<file path="config.mk">
export PLATFORM = sky130hd
export DESIGN_NAME = seg7_io_display
export DESIGN_NICKNAME = d
export VERILOG_FILES = /design/src/rtl/seg7_io_display_pkg.sv /design/src/rtl/seg7_hex_decoder.sv /design/src/rtl/seg7_io_display.sv
export SDC_FILE = /design/constraint.sdc
export NUM_CORES = 1
export LEC_CHECK = 0
export ABC_AREA = 1
export BUFFER_PORTS_ARGS = -buffer_cell sky130_fd_sc_hd__buf_2
export CAP_MARGIN = 30
export CORE_UTILIZATION = 30
export DETAILED_ROUTE_END_ITERATION = 10
export HOLD_SLACK_MARGIN = 0.1
export SYNTH_ARGS = -nofsm -noshare
export SYNTH_HDL_FRONTEND = slang
export SYNTH_SLANG_ARGS = --single-unit
</file>
<file path="constraint.sdc">
create_clock -name clk -period 1.85 [get_ports clk]
set_input_delay 0.185 -clock clk [delete_from_list [all_inputs] [get_ports clk]]
set_output_delay 0.185 -clock clk [all_outputs]
set_load 0.01 [all_outputs]
</file>
<file path="src/rtl/seg7_io_display_pkg.sv">
// rtl/seg7_io_display_pkg.sv - shared constants and glyph table for the seven-segment display block
package seg7_io_display_pkg;

    localparam logic [3:0] ADDR_DATA_DEF = 4'hC;
    localparam logic [3:0] ADDR_CTRL_DEF = 4'hD;

    localparam int CTRL_EN_LSB     = 0;
    localparam int CTRL_BLANK_BIT  = 4;
    localparam int CTRL_BRIGHT_LSB = 5;

    localparam logic [7:0] CTRL_RESET = 8'hEF;
    localparam logic [3:0] AN_RESET   = 4'b1110;
    localparam logic [6:0] LED_RESET  = 7'b1000000;
    localparam logic [6:0] LED_OFF    = 7'h7F;
    localparam logic [3:0] AN_OFF     = 4'b1111;

    typedef struct packed {
        logic [2:0] bright;
        logic       blank_lz;
        logic [3:0] digit_en;
    } ctrl_t;

    // gfedcba, active-high; entry n is the glyph for nibble n
    localparam logic [15:0][6:0] GLYPHS = {
        7'h71, 7'h79, 7'h5E, 7'h39, 7'h7C, 7'h77, 7'h6F, 7'h7F,
        7'h07, 7'h7D, 7'h6D, 7'h66, 7'h4F, 7'h5B, 7'h06, 7'h3F
    };

endpackage

</file>
<file path="src/rtl/seg7_hex_decoder.sv">
// rtl/seg7_hex_decoder.sv - nibble to active-high seven-segment glyph
module seg7_hex_decoder
    import seg7_io_display_pkg::*;
(
    input  logic [3:0] nibble_i,
    output logic [6:0] glyph_o
);

    assign glyph_o = GLYPHS[nibble_i];

endmodule

</file>
<file path="src/rtl/seg7_io_display.sv">
// rtl/seg7_io_display.sv - memory-mapped 4-digit multiplexed seven-segment display controller
module seg7_io_display
    import seg7_io_display_pkg::*;
#(
    parameter int         REFRESH_BITS = 16,
    parameter logic [3:0] ADDR_DATA    = ADDR_DATA_DEF,
    parameter logic [3:0] ADDR_CTRL    = ADDR_CTRL_DEF
) (
    input  logic        clk,
    input  logic        reset,
    input  logic [3:0]  io_addr,
    input  logic [31:0] io_write_data,
    input  logic        io_write_en,
    output logic [31:0] io_read_data,
    output logic [6:0]  LED,
    output logic [3:0]  AN
);

    logic [15:0]             data_q, data_d;
    logic [7:0]              ctrl_q, ctrl_d;
    logic [REFRESH_BITS-1:0] cnt_q;
    logic [3:0]              an_q, an_d;
    logic [6:0]              led_q, led_d;

    ctrl_t      ctrl_f;
    logic [1:0] sel;
    logic [2:0] pwm;
    logic [3:0] nibble;
    logic [6:0] glyph;
    logic       nonzero_above;
    logic       lit;
    logic       unused_wdata;

    assign unused_wdata = ^io_write_data[31:16];
    assign ctrl_f       = ctrl_q;
    assign sel          = cnt_q[REFRESH_BITS-1 -: 2];
    assign pwm          = cnt_q[2:0];
    assign nibble       = data_q[{sel, 2'b00} +: 4];

    seg7_hex_decoder u_hex_decoder (
        .nibble_i (nibble),
        .glyph_o  (glyph)
    );

    always_comb begin
        data_d = data_q;
        ctrl_d = ctrl_q;
        if (io_write_en && io_addr == ADDR_DATA) data_d = io_write_data[15:0];
        if (io_write_en && io_addr == ADDR_CTRL) ctrl_d = io_write_data[7:0];
    end

    always_comb begin
        io_read_data = 32'd0;
        if (io_addr == ADDR_DATA)      io_read_data = {16'd0, data_q};
        else if (io_addr == ADDR_CTRL) io_read_data = {24'd0, ctrl_q};
    end

    // Leading-zero blanking looks at the selected nibble and everything above it
    always_comb begin
        case (sel)
            2'd0:    nonzero_above = 1'b1;
            2'd1:    nonzero_above = |data_q[15:4];
            2'd2:    nonzero_above = |data_q[15:8];
            default: nonzero_above = |data_q[15:12];
        endcase
        lit = ctrl_f.digit_en[sel]
            && (!ctrl_f.blank_lz || nonzero_above)
            && (pwm <= ctrl_f.bright);
        an_d  = lit ? ~(4'b0001 << sel) : AN_OFF;
        led_d = lit ? ~glyph : LED_OFF;
    end

    always_ff @(posedge clk or negedge reset) begin
        if (!reset) begin
            data_q <= 16'h0000;
            ctrl_q <= CTRL_RESET;
            cnt_q  <= '0;
            an_q   <= AN_RESET;
            led_q  <= LED_RESET;
        end else begin
            data_q <= data_d;
            ctrl_q <= ctrl_d;
            cnt_q  <= cnt_q + 1'b1;
            an_q   <= an_d;
            led_q  <= led_d;
        end
    end

    assign AN  = an_q;
    assign LED = led_q;

endmodule
</file>
======== Word level (Yosys, flattened, before mapping) ========
Memories as Yosys holds them, arrays and structs flattened.
Index checks and enable logic that the tools add are counted.
word-level totals
  register bits ........................... 51
  bits in latches ......................... 0
  bits in writable memories ............... 0
  memory bits (read-only) ................. 112
  bits of input ports ..................... 39
  output and inout port bits .............. 43
  logic and storage cells ................. 36
  memories ................................ 1
cells by class
  add/sub/neg operators ................... 1
  multiply operators ...................... 0
  div/mod/pow operators ................... 0
  order comparisons ....................... 3
  equality and inequality tests ........... 4
  shift operators ......................... 2
  mux-type cells .......................... 8
  bitwise operators ....................... 2
  reduce and logical (&&, ||, !) cells .... 10
memory list
  memory           depth  width  read ports  clocked after memory_dff  wr ports  line                   RTL
  (no name shown)  16     7      1           0                         0         seg7_hex_decoder.sv:9  assign glyph_o = GLYPHS[nibble_i];
operator list
  cell                                                                    count
  16-bit by 1-bit adder with 16-bit output (second input constant)        1
  16-bit two-way mux                                                      1
  16-bit by 5-bit indexed part select with 4-bit output                   1
  7-bit two-way mux                                                       2
  12-bit OR reduction                                                     1
  4-bit equality test (second input constant)                             2
  8-bit two-way mux                                                       1
  8-bit OR reduction                                                      1
  7-bit NOT                                                               1
  4-bit by 5-bit < comparator with 1-bit output (second input constant)   1
  1-bit logical AND                                                       4
  4-bit two-way mux                                                       1
  4-bit NOT                                                               1
  4-bit OR reduction                                                      1
  1-bit by 2-bit left shift with 4-bit output (first input constant)      1
  3-bit less-or-equal comparator                                          1
  2-bit by 3-bit < comparator with 1-bit output (second input constant)   1
  1-bit one-hot mux with 3 select lines                                   1
  1-bit binary-select mux with 2-bit select                               1
  2-bit by 1-bit equality test with 1-bit output (second input constant)  1
  2-bit equality test (second input constant)                             1
  2-bit zero test                                                         1
  1-bit zero test                                                         1
  1-bit logical OR                                                        1
  1-bit two-way mux                                                       1

======== Logic depth before layout (Yosys ltp) ========
Gate-level depths: netlist of the first run.
  depth in word-level cells ............... 6
  mapped depth ............................ 12
  gate-level depth less buffers ........... 11

======== Cells and area by module ========
From an unflattened synthesis of the first run, not the netlist that was laid out.
unflattened totals
  cell total of the unflattened synthesis .. 340
  area, all modules ....................... 2,852.7 um^2
by module, submodules not included
  module            times used  cells each  area an instance (um^2)  seq. area each (um^2)
  seg7_io_display   1           288         2,582.5                  1,290.0
  seg7_hex_decoder  1           52          270.3                    0.0

======== Worst setup path before layout of the first run ========
OpenSTA, ideal clock, no wires.
  path type ............................... flip-flop to flip-flop
  from .................................... reg cnt_q[14]
  to ...................................... reg led_q[0] (netlist: LED[0])
  setup time .............................. 0.132 ns
  arrival ................................. 1.557 ns
  required time ........................... 1.718 ns
  setup slack ............................. 0.161 ns
  stages on the path, launching flop included .. 11
  path buffers ............................ 1
  period minus slack after synthesis ...... 1.689 ns
  path through ............................ dfrtp_1 -> buf_6 -> nand3_1 -> nand2_1 -> nor2_1 -> inv_1 -> ha_1 -> inv_1 -> nand3_1 -> nand3_1 -> nand3_1
between the ends
  word-level cells in the longest chain between the ends .. 6
  elaborated cells between the ends (all ways) .. 14
  those cells by class .................... 2 x eq/ne; 1 x shift; 5 x mux; 1 x bitwise; 4 x reduce/logical; 1 x memory
ends and longest elaborated chain
  element                                                                    line                   RTL
  start, declared                                                            seg7_io_display.sv:21  logic [REFRESH_BITS-1:0] cnt_q;
  start signal, assigned                                                     seg7_io_display.sv:83  cnt_q <= cnt_q + 1'b1;
  parallel branches: the longest is 5 deep, another holds memory 16 x 7 bit  --
  7-bit two-way mux (*)                                                      seg7_io_display.sv:70  led_d = lit ? ~glyph : LED_OFF;
  net led_d[0]                                                               seg7_io_display.sv:23  logic [6:0] led_q, led_d;
  end signal, assigned                                                       seg7_io_display.sv:85  led_q <= led_d;
  end, declared                                                              seg7_io_display.sv:23
Mark *: on every way through the listed nets, which the timed path passes. The select of a mux whose other input is x is not followed.
A chain may end at the register's enable or synchronous reset.

======== Worst setup path after layout of the first run ========
  from .................................... reg cnt_q[14]
  to ...................................... reg led_q[1] (netlist: LED[1])
The elaborated chain is that of the path after synthesis.

==> results by group, run 1 <==
Worst hold path
  – WHS Endpoint: ctrl_f[5]
  – Min-delay src: io_write_data[5]
  – Hold Path Stages: 3
  – HP Class: input port to flop

Drt
  – Detailed-route wire length per cell: 10.9 um
  – First-pass DRT Iterations: 4
  – Number of remaining DRC errors: 0
  – Final antenna-violating net count: 0
  – DR iter-0 viols: 105
  – Final wirelength: 6090 um
  – Vias: 2355
  – Drt via density: 4.21

Finish
  – Most frequent cells in the layout: 92 x nand2_1, 49 x inv_1, 49 x buf_2, 38 x dfrtp_1, 38 x nor2_1
  – Finished Cell Area: 0.00344 mm2
  – Proportion of layout cells with a drive suffix above 1: 0.232
  – Most common cell after layout, fill and taps aside: nand2_1
  – # nets final: 478
  – Final core utilization: 0.373
  – Antenna diodes: 0
  – Area growth, synth to finish: 20.8%

STA
  – # setup viols final: 0
  – Worst Slack Setup Final: 0.124 ns
  – FMAX: 579 MHz
  – Setup Skew: 0.00423 ns
  – Hold Fails Final Rpt: 0
  – Relative slew slack: 0.657
  – Worst Tran Pin Value: 0.514 ns
  – Post-route clock period utilization: 0.933
  – Max Slew Vio Count: 0
  – Clock period minus worst slack: 1.73 ns

Pwr
  – Leak: 0.00181 uW
  – Design Power: 2840 uW
  – P per Cell Area: 825 mW/mm2
  – Max VDD drop: 347 uV

Worst setup path
  – CP max stage cell: dfrtp_2
  – Reg2Reg Depth: 11
  – Max FO, Critical Path: 6
  – RR Startpoint: cnt_q[14]
  – Slowest Stage Delay on Critical Path: 0.46 ns
  – CP startpoint kind: flop
  – Crit path cell chain: buf_4, inv_1, nand3_1, nand2_1, nor2_2, buf_4, ha_1, nand3_1, nor2_1, nor2_1, nand2_1
  – CP Data Required Time: 2.04 ns
  – Kind of end point of the critical path: flop
  – Setup Crit Path Kind: flop to flop
  – R2r setup slk: 0.12 ns
  – RR Endpoint: LED[1]
  – Crit path DAT: 1.92 ns

GRT
  – Grt ovf: 0
  – Number of global-route vias before repair: 2234
  – First-pass GRT wire length: 10700 um
  – Initial antenna violation count: 0
  – Largest net degree at the start of global routing: 33
  – Global-route total usage across every layer: 0.135

Clock tree
  – Clock sinks: 51
  – Longest Clk Path Bufs: 2
  – Reg clk slew, reported paths: 0.09 ns
  – CTS HTree Levels: 2
  – Clk_lat worst skew: 0.30 ns
  – CTS tree: built
  – Cts bufs inserted: 5
  – Root buf cell: clkbuf_8

Synth
  – FF+latch count, synth: 51
  – Ys flop type: dfrtp_1
  – Synth unique cells: 31
  – Mapped Cells: 363
  – Syn Area/Cell: 7.86 um2
  – Syn. warnings: 0
  – Post-synth EDFFs: 0
  – Post-synthesis cell area: 0.00285 mm2
  – Seq/Total Area, Yosys: 0.452
  – Asr flop ratio synth: 1.00

Floorplanning
  – Initial Util: 0.309
  – Die W: 99.5 um
  – Cell row count: 35
  – I/O pin count: 82
  – Core area: 0.00924 mm2
  – Die area: 0.00990 mm2
  – Die boundary height: 99.5 um

Place
  – Post-DP HPWL: 4660 um
  – Count of input and output buffers: 49
  – Place WS: 0.0260 ns
  – GP Congestion: 0.806
  – Placed Area: 0.00325 mm2

Run status
  – Status: finished, final reports clean

Run
  – Max_cap viols: 0
[layer usage]
layer	part of all wire	wire, um	track usage	vias up
met3	0.040	243	0.0281	7
li1	-	-	-	1228
met5	0	0	0	-
met1	0.51	3090	0.193	1071
met4	0.0097	59	0.0305	0
met2	0.44	2700	0.210	49
[critical path: cells and delay by family, from the launching register on]
kind / cells / cell delay [ns]
buffers and inverters: 3 / 0.37
DFF: 1 / 0.46
adders and majority gates: 1 / 0.28
and+or+nand+nor: 7 / 0.50
[worst max-delay path by stage]
| stage | from | end | slack (ns) |
|---|---|---|---|
| floorplan | cnt_q[14] | LED[0] | 0.16 |
| global placement | cnt_q[14] | LED[5] | 0.06 |
| detailed placement | cnt_q[14] | LED[5] | 0.03 |
| CTS | cnt_q[14] | LED[5] | 0.02 |
| global route | cnt_q[15] | LED[5] | -0.0006 |
| finish | cnt_q[14] | LED[1] | 0.12 |
[kinds of logic (layout without fill, tap and decap cells)]
| family | after synthesis | in the layout | synth area share |
|---|---|---|---|
| buf+inv | 74 | 127 | 0.124 |
| xor+xnor | 14 | 14 | 0.0430 |
| flops | 51 | 51 | 0.452 |
| simple gates | 180 | 180 | 0.274 |
| compound gates | 34 | 34 | 0.0654 |
| other cells | 1 | 16 | 0.00132 |
| fa+ha+maj | 9 | 9 | 0.0395 |
[timing repair]
action	CTS	global route
endpoints found under the setup margin	0	9
resized for setup	0	8
setup buffers	0	4
endpoints found under the hold margin	18	0
hold buffers	3	0
[cell usage after synthesis, types with 2 or more instances]
cell type	instances	area [um2]
nor2_4	2	22.5
inv_1	49	184
xnor2_1	2	17.5
nor2_1	40	150
nand2_1	92	345
xor2_1	12	105
a22o_1	3	26.3
nand2_2	3	18.8
dfstp_2	11	289
nor2_2	3	18.8
nor3_1	7	35.0
ha_1	9	113
a21oi_1	8	40.0
nand4_1	2	12.5
buf_2	4	20.0
dfrtp_1	40	1000
o21ai_0	16	80.1
buf_4	17	128
nand3_1	27	135
o22ai_1	2	12.5
o21ai_1	4	20.0
[state kept, by name, summed over array words and instances (netlist names)]
signal  count
LED         7
AN          4
cnt_q      16
data_q     16
ctrl_f      8
[cell type report]
| class | count | area [um2] |
|---|---|---|
| clock buffers | 6 | 82.6 |
| clock inverters | 2 | 35.0 |
| fillers | 959 | 5800 |
| inverters | 51 | 191 |
| multi-input cells | 253 | 1270 |
| flip-flops and latches | 51 | 1290 |
| well taps | 129 | 161 |
| repair buffers | 68 | 408 |
[power breakdown]
| group | switching [uW] | total [uW] | internal [uW] | leakage [uW] |
|---|---|---|---|---|
| combinational | 420 | 666 | 246 | 0.00116 |
| clock | 359 | 796 | 438 | 0.0000612 |
| sequential | 89.2 | 1380 | 1290 | 0.000588 |
[through the flow]
stage / cells / TNS, ns / hold slack [ns]
floorplan: 378 / 0 / -0.111
global placement: 545 / 0 / 0.181
detailed placement: 545 / 0 / 0.181
CTS: 556 / 0 / 0.103
global route: 560 / -0.000647 / 0.105
finish: 560 / 0 / 0.109
Power figures use the tool's default switching activity.
==> run 2, diff against run 1 <==
==> constraint.sdc (replaced) <==
create_clock -name clk -period 1.85 [get_ports clk]
set_input_delay 0.37 -clock clk [delete_from_list [all_inputs] [get_ports clk]]
set_output_delay 0.37 -clock clk [all_outputs]
set_load 0.01 [all_outputs]
==> results by group, run 2 (synthesis results as in run 1) <==
Run status
  – Status: finished, final reports clean (unchanged)

Worst setup path
  – Crit path DAT: 1.95 ns (was 1.92 ns)
  – CP Launch Point: cnt_q[14] (unchanged)
  – Max FO, Critical Path: 8 (was 6)
  – CP startpoint kind: flop (unchanged)
  – Kind of end point of the critical path: flop (unchanged)
  – Setup Crit Path Kind: flop to flop (unchanged)
  – CP Data Required Time: 2.03 ns (was 2.04 ns)
  – RR Startpoint: cnt_q[14] (unchanged)

GRT
  – First-pass GRT wire length: 10300 um (was 10700 um)
  – Largest net degree at the start of global routing: 33 (unchanged)
  – Global-route total usage across every layer: 0.131 (was 0.135)
  – Met3 usage: 0.0288 (was 0.0281)
  – Layer with the highest usage: met2 (unchanged)
  – Met2 GRT Util: 0.210 (unchanged)
  – GR Layer Usage met1: 0.178 (was 0.193)
  – Number of global-route vias before repair: 2265 (was 2234)
  – Initial antenna violation count: 0 (unchanged)
  – Grt ovf: 0 (unchanged)

Floorplanning
  – Initial Util: 0.309 (unchanged)
  – Core area: 0.00924 mm2 (unchanged)
  – Die boundary height: 99.5 um (unchanged)
  – I/O pin count: 82 (unchanged)
  – Die W: 99.5 um (unchanged)
  – Cell row count: 35 (unchanged)
  – Die area: 0.00990 mm2 (unchanged)

Pwr
  – Design Power: 2690 uW (was 2840 uW)
  – Max VDD drop: 370 uV (was 347 uV)
  – P per Cell Area: 783 mW/mm2 (was 825 mW/mm2)
  – Leak: 0.00180 uW (was 0.00181 uW)

STA
  – Post-route clock period utilization: 0.956 (was 0.933)
  – FMAX: 565 MHz (was 579 MHz)
  – # setup viols final: 0 (unchanged)
  – Hold Fails Final Rpt: 0 (unchanged)
  – Hold slack: 0.285 ns (was 0.109 ns)
  – Clock period minus worst slack: 1.77 ns (was 1.73 ns)
  – Setup Skew: 0.00379 ns (was 0.00423 ns)
  – Max Slew Vio Count: 0 (unchanged)
  – Relative slew slack: 0.652 (was 0.657)
  – Setup_tns: 0 ns (unchanged)
  – RSZ-0062 raised after global routing: no
  – Worst Tran Pin Value: 0.522 ns (was 0.514 ns)

Clock tree
  – CTS HTree Levels: 2 (unchanged)
  – Clk_lat worst skew: 0.30 ns (about the same)
  – Longest Clk Path Bufs: 2 (unchanged)
  – CTS tree: built (unchanged)
  – Clock sinks: 51 (unchanged)
  – Cts bufs inserted: 5 (unchanged)
  – Root buf cell: clkbuf_8 (unchanged)
  – Reg clk slew, reported paths: 0.09 ns (about the same)

Drt
  – Vias: 2400 (was 2355)
  – Final antenna-violating net count: 0 (unchanged)
  – DR iter-0 viols: 72 (was 105)
  – Final wirelength: 6230 um (was 6090 um)
  – Drt via density: 4.29 (was 4.21)
  – Number of remaining DRC errors: 0 (unchanged)
  – First-pass DRT Iterations: 4 (unchanged)
  – Detailed-route wire length per cell: 11.2 um (was 10.9 um)

Worst hold path
  – HP Class: input port to flop (unchanged)
  – Min-delay src: io_write_data[5] (unchanged)

Finish
  – # nets final: 477 (was 478)
  – Area growth, synth to finish: 20.4% (was 20.8%)
  – Proportion of layout cells with a drive suffix above 1: 0.235 (was 0.232)
  – Antenna diodes: 0 (unchanged)
  – Most frequent cells in the layout: 91 x nand2_1, 49 x inv_1, 49 x buf_2, 38 x dfrtp_1, 38 x nor2_1 (was 92 x nand2_1, 49 x inv_1, 49 x buf_2, 38 x dfrtp_1, 38 x nor2_1)
  – Most common cell after layout, fill and taps aside: nand2_1 (unchanged)

Run
  – Max_cap viols: 0 (unchanged)

Place
  – Post-DP HPWL: 4760 um (was 4660 um)
  – GP Congestion: 0.830 (was 0.806)
  – Count of input and output buffers: 49 (unchanged)
## run 2: final cells by class
class | count | area, um2
Sequential cell | 51 | 1290
Timing Repair Buffer | 66 | 413
Clock inverter | 1 | 5.00
Inverter | 51 | 191
Clock buffer | 7 | 76.3
Fill cell | 985 | 5810
Multi-Input combinational cell | 254 | 1290
Tap cell | 129 | 161
## run 2: path summary, 6_finish.rpt
path,endpoint,slack [ns],depth (start not counted)
worst max-delay path,LED[4],0.08,9
worst max register to register,LED[4],0.08,9
max in group asynchronous,ctrl_f[0],0.66,3
min in group asynchronous,cnt_q[4],0.58,2
worst min-delay path,ctrl_f[5],0.29,3
worst min register to register,cnt_q[13],0.47,1
## run 2: layer usage
| layer | routed length [um] | up-vias |
|---|---|---|
| li1 | - | 1227 |
| met1 | 3100 | 1108 |
| met2 | 2770 | 58 |
| met3 | 298 | 7 |
| met4 | 66 | 0 |
| met5 | 0 | - |
## run 2: report_power, final
group,internal [uW],switching (uW),total (uW),leakage [uW]
clock network,267,357,624,0.0000422
logic,255,432,687,0.00117
registers,1290,87.8,1380,0.000588
total,1810,877,2690,0.00180
## run 2: per-stage QoR
| step | instances | area (um2) | setup WS (ns) | utilization |
|---|---|---|---|---|
| final | 559 | 3430 | 0.0813 | 0.371 |
| after global routing | 559 | 3430 | 0.00597 | 0.371 |
| after CTS | 555 | 3380 | 0.0239 | 0.366 |
| after detailed placement | 546 | 3290 | -0.000782 | 0.356 |
| after global placement | 546 | 3290 | 0.0609 | 0.356 |
| after floorplan | 378 | 2910 | 0.161 | - |
## run 2: timing repair
action,4_1_cts,5_1_grt
hold buffers,1,0
gates cloned,0,1
setup buffers,0,3
gates resized for setup,1,10
hold endpoints to repair,15,0
setup endpoints to repair,1,8
pin swaps,0,3
## run 2: critical path, cell delays in order (launching register included)
cell     delay, ns
dfrtp_2       0.47
buf_4         0.18
buf_4         0.13
buf_4         0.14
nand2_1       0.07
nand3_2       0.18
nand2_2       0.21
nand2_1       0.11
nand3_1       0.09
nand3_1       0.08
